## config.mk

```make
export PLATFORM = sky130hd
export DESIGN_NAME = bcd2bin_seq
export DESIGN_NICKNAME = d
export VERILOG_FILES = /design/src/rtl/bcd2bin_seq.sv
export SDC_FILE = /design/constraint.sdc
export NUM_CORES = 1
export LEC_CHECK = 0
export ABC_CLOCK_PERIOD_IN_PS = 1840
export CAP_MARGIN = 20
export CORE_UTILIZATION = 37
export CTS_CLUSTER_SIZE = 28
export DETAILED_ROUTE_END_ITERATION = 12
export GPL_TIMING_DRIVEN = 1
export PLACE_DENSITY = 0.64
export SETUP_SLACK_MARGIN = 0.1
export SLEW_MARGIN = 10
export SYNTH_ARGS = -nofsm -noshare
export SYNTH_HDL_FRONTEND = slang
export SYNTH_SLANG_ARGS = --single-unit
```

## constraint.sdc

```tcl
create_clock -name clk_50mHz -period 1.84 [get_ports clk_50mHz]
set_input_delay 0.368 -clock clk_50mHz [delete_from_list [all_inputs] [get_ports clk_50mHz]]
set_output_delay 0.368 -clock clk_50mHz [all_outputs]
set_load 0.02 [all_outputs]
```

## src/rtl/bcd2bin_seq.sv

```systemverilog
// Sequential BCD-to-binary converter (reverse double-dabble, one shift per clock).
// Optional digit checking is enabled by defining BCD2BIN_CHK_EN.
module bcd2bin_seq #(
    parameter int unsigned DIGITS = 3,
    parameter int unsigned BIN_W  = 10
) (
    input  logic                  clk_50mHz,
    input  logic                  rst_n,
    input  logic                  start,
    input  logic [4*DIGITS-1:0]   bcd_in,
    output logic                  busy,
    output logic                  done,
    output logic [BIN_W-1:0]      bin_out,
    output logic                  err
);

    localparam int unsigned BCD_W = 4 * DIGITS;
    localparam int unsigned CNT_W = (BIN_W > 1) ? $clog2(BIN_W) : 1;
    localparam logic [CNT_W-1:0] CNT_LAST = CNT_W'(BIN_W - 1);

    typedef enum logic [1:0] {StIdle, StConv, StFin} state_e;

    state_e             state_q;
    logic [BCD_W-1:0]   bcd_q;
    logic [BIN_W-1:0]   bin_q;
    logic [CNT_W-1:0]   cnt_q;
    logic [BCD_W-1:0]   bcd_step;
    logic [BIN_W-1:0]   bin_step;

    // One algorithm step: shift {bcd, bin} right, then pull each digit >= 8 down by 3.
    always_comb begin
        bin_step = {bcd_q[0], bin_q[BIN_W-1:1]};
        bcd_step = {1'b0, bcd_q[BCD_W-1:1]};
        for (int i = 0; i < DIGITS; i++) begin
            if (bcd_step[4*i +: 4] >= 4'd8) begin
                bcd_step[4*i +: 4] = bcd_step[4*i +: 4] - 4'd3;
            end
        end
    end

`ifdef BCD2BIN_CHK_EN
    logic bad_digit;
    logic chk_fail_q;
    logic err_q;

    always_comb begin
        bad_digit = 1'b0;
        for (int i = 0; i < DIGITS; i++) begin
            if (bcd_in[4*i +: 4] > 4'd9) begin
                bad_digit = 1'b1;
            end
        end
    end

    assign err = err_q;
`else
    assign err = 1'b0;
`endif

    always_ff @(posedge clk_50mHz or negedge rst_n) begin
        if (!rst_n) begin
            state_q    <= StIdle;
            bcd_q      <= '0;
            bin_q      <= '0;
            cnt_q      <= '0;
            busy       <= 1'b0;
            done       <= 1'b0;
            bin_out    <= '0;
`ifdef BCD2BIN_CHK_EN
            chk_fail_q <= 1'b0;
            err_q      <= 1'b0;
`endif
        end else begin
            done <= 1'b0;
            case (state_q)
                StIdle: begin
                    if (start) begin
                        bcd_q <= bcd_in;
                        bin_q <= '0;
                        cnt_q <= '0;
                        busy  <= 1'b1;
`ifdef BCD2BIN_CHK_EN
                        chk_fail_q <= bad_digit;
                        state_q    <= bad_digit ? StFin : StConv;
`else
                        state_q <= StConv;
`endif
                    end
                end
                StConv: begin
                    bcd_q <= bcd_step;
                    bin_q <= bin_step;
                    cnt_q <= cnt_q + 1'b1;
                    if (cnt_q == CNT_LAST) begin
                        state_q <= StFin;
                    end
                end
                StFin: begin
                    done    <= 1'b1;
                    busy    <= 1'b0;
                    state_q <= StIdle;
`ifdef BCD2BIN_CHK_EN
                    bin_out <= chk_fail_q ? '0 : bin_q;
                    err_q   <= chk_fail_q;
`else
                    bin_out <= bin_q;
`endif
                end
                default: state_q <= StIdle;
            endcase
        end
    end

endmodule

```

==> impl_metrics.ini <==
[clock_network]
htree_levels = 2
cts_num_sinks = 40
ctsHoldBuffers = 0
worstSkewPairLatency_ns = 0.29
cts_resized = 0
cts_tree = built
root_buffer = clkbuf_8
clk_pin_slew_worst_paths_ns = 0.07
clock_path_buffers = 2
post_cts_buffers = 0
numCtsBuffers = 5

[synth]
synth_flop_cell = dfrtp_1
yosysWarningCount = 0
synth_seq_cells = 40
synthSimpleGateAreaFrac_pct = 7.90
yosysTopAreaCell = dfrtp_1
synthXorXnorAreaFrac_pct = 1.88
ys_seq_area_share_pct = 53.6
synth_adder_area_share_pct = 4.02
async_reset_ff_share_pct = 100
synth.avg_cell_area_um2 = 11.7
netlist.area_leader.share_pct = 53.6
ys_top_cells_by_area = dfrtp_1 54%, mux2_4 7.2%, a22o_1 4.2%
ys_types = 33
syn-num-nets = 180
synth_area_um2 = 1870
synth_compound_area_share_pct = 16.8
synth-edff-count = 0
synthMuxAreaShare_pct = 9.44
syn_inst = 159
synth_top_family_by_area = compound AO/OA/AOI/OAI gates

[run_status]
status = finished clean

[worst_setup_path]
crit_buf_inv = 1
reg2reg_from = state_q[0]$_DFFE_PN0P_
critPathCapture = bin_out[5]
crit_type = reg -> out
crit_cells = 1
arrival_ns = 1.24
ff2ff_setup_slack_ns = 0.34
critPathLaunch = bin_out[5]$_DFFE_PN0P_
ff2ff_path_depth = 2
crit_fanout = 2
cp-end-kind = output pin
critPathLaunchType = flip-flop
path_cells = clkdlybuf4s50_1
slowest_delay_ns = 0.60
cpMaxStageDelayCell = clkdlybuf4s50_1
required_ns = 1.47
critPathTopFamily = buffers and inverters
r2r_end = bin_out[8]$_DFFE_PN0P_

[grt]
grt.busiest_layer = met2
grt_use_met1_pct = 18.5
first_global_vias = 1290
use_met3_pct = 3.73
grt_use_met2_pct = 24.2
grt_usage_pct = 14.6
grt_antenna_before_repair = 0
grt_pass1_wl_mm = 5.94
grt_overflow = 0
grt_max_degree = 41

[power_and_ir_drop]
seqPwrFrac_pct = 45.4
clkPwrFrac_pct = 17.8
comb_power_share_pct = 36.9
power_switching_uw = 1140
finalPower_uw = 3350
swShare_pct = 34.0
ir_drop_v = 0.000493
internal_power_uw = 2210
powerDensity_nw_per_um2 = 1470
leakage_uw = 0.00110

[floorplan]
core_um2 = 4790
die_area_um2 = 5340
die_y_um = 73.1
num_rows = 25
start_util_pct = 39.0
io_pins = 28
die_x_um = 73.1

[route]
wl_per_cell_um = 13.1
via_per_inst = 5.07
drc = 0
postRouteAntennaNets = 0
vias = 1304
drt_iter0_drc = 107
wl_mm = 3.37
dr.pass1.iters = 4

[sta]
timing.final.crit_share_pct = 87.5
rsz0062_at_grt = false
drv_slew = 0
setup_tns_ns = 0
hold_viol_final = 0
worstMarginPinSlew_ns = 0.513
relSlewSlack_pct = 65.8
skew_ns = 0.00436
max_freq_mhz = 621
holdWs_ns = 0.127
period_needed_ns = 1.61
setup_violations = 0

[finish]
layout_commonest_cell = dfrtp_1
drive_above_1_share_pct = 13.7
filler_cell_count = 440
regArea_um2 = 1000
num-nets-final = 210
multiInputGateArea_um2 = 752
layout_common_cells = 40 x dfrtp_1, 25 x clkdlybuf4s50_1, 12 x nand2_1
area_growth_pct = 22.3
diodes = 0

[worst_hold_path]
hp-class = in -> async

[placed_design]
hpwlAfterDp_mm = 2.36
gp_congestion = 0.853
io_buffers = 26

[flow_run]
max_cap_viol_count = 0
[worst register-to-register path: stages, from the launching register on]
cell and delay, ns:
dfrtp_1 0.67, nand2b_4 0.36, mux2_2 0.36
[synthesized netlist by cell type, drive strengths merged, types with 4 or more instances]
| master | instances |
|---|---|
| dfrtp | 40 |
| inv | 12 |
| nand2 | 12 |
| mux2 | 10 |
| o21ai | 10 |
| a22o | 9 |
| buf | 9 |
| nor2 | 7 |
| a21oi | 6 |
| ha | 6 |
| nand3 | 4 |
| xnor2 | 4 |
[power by group through the flow]
stage	clock network (uW)	logic (uW)	registers, uW
floorplan	0	802	1560
CTS	619	1250	1530
global route	658	1380	1570
detailed placement	0	1240	1540
finish	595	1240	1520
global placement	0	1220	1530
[metal layers]
| layer | vias up | wire [um] |
|---|---|---|
| met5 | - | 0 |
| met4 | 0 | 39 |
| met3 | 5 | 164 |
| met2 | 40 | 1590 |
| met1 | 643 | 1580 |
| li1 | 616 | - |
[through the flow]
step | cells | utilization [%] | setup slack (ns) | cell area (um2)
2_1_floorplan | 159 | - | 0.663 | 1870
6_report | 257 | 47.7 | 0.230 | 2280
4_1_cts | 257 | 47.7 | 0.205 | 2280
5_1_grt | 257 | 47.7 | 0.154 | 2280
3_3_place_gp | 249 | 45.9 | 0.262 | 2190
3_5_place_dp | 249 | 45.9 | 0.173 | 2190
[kinds of logic after synthesis]
kind of cell               count (synthesis)
AOI/OAI and AO/OA                         43
DFF                                       40
and+or+nand+nor                           31
buffers and inverters                     21
muxes                                     13
adders and majority gates                  6
xor gates and xnor gates                   4
other                                      1
[how the worst min path moves through the flow]
stage	cells after the start	end
after detailed placement	2	bin_out[1]$_DFFE_PN0P_
final	2	bin_out[1]$_DFFE_PN0P_
after global placement	2	bin_out[0]$_DFFE_PN0P_
after global routing	2	bin_out[1]$_DFFE_PN0P_
after CTS	2	bin_out[1]$_DFFE_PN0P_
after floorplan	0	bcd_q[0]$_DFFE_PN0P_
[sequential cells by signal, indices dropped and copies added, names as in the netlist]
register and cells:
bcd_q 12, bin_out 10, bin_q 10, cnt_q 4, state_q 2, busy 1, done 1
[layout make-up]
class	count	share of cell area [%]
Sequential cell	40	43.8
Inverter	12	1.97
Multi-Input combinational cell	98	32.9
Clock buffer	8	3.94
Timing Repair Buffer	32	13.7
Tap cell	67	3.67
No activity file was read; power rests on OpenSTA's default activity.
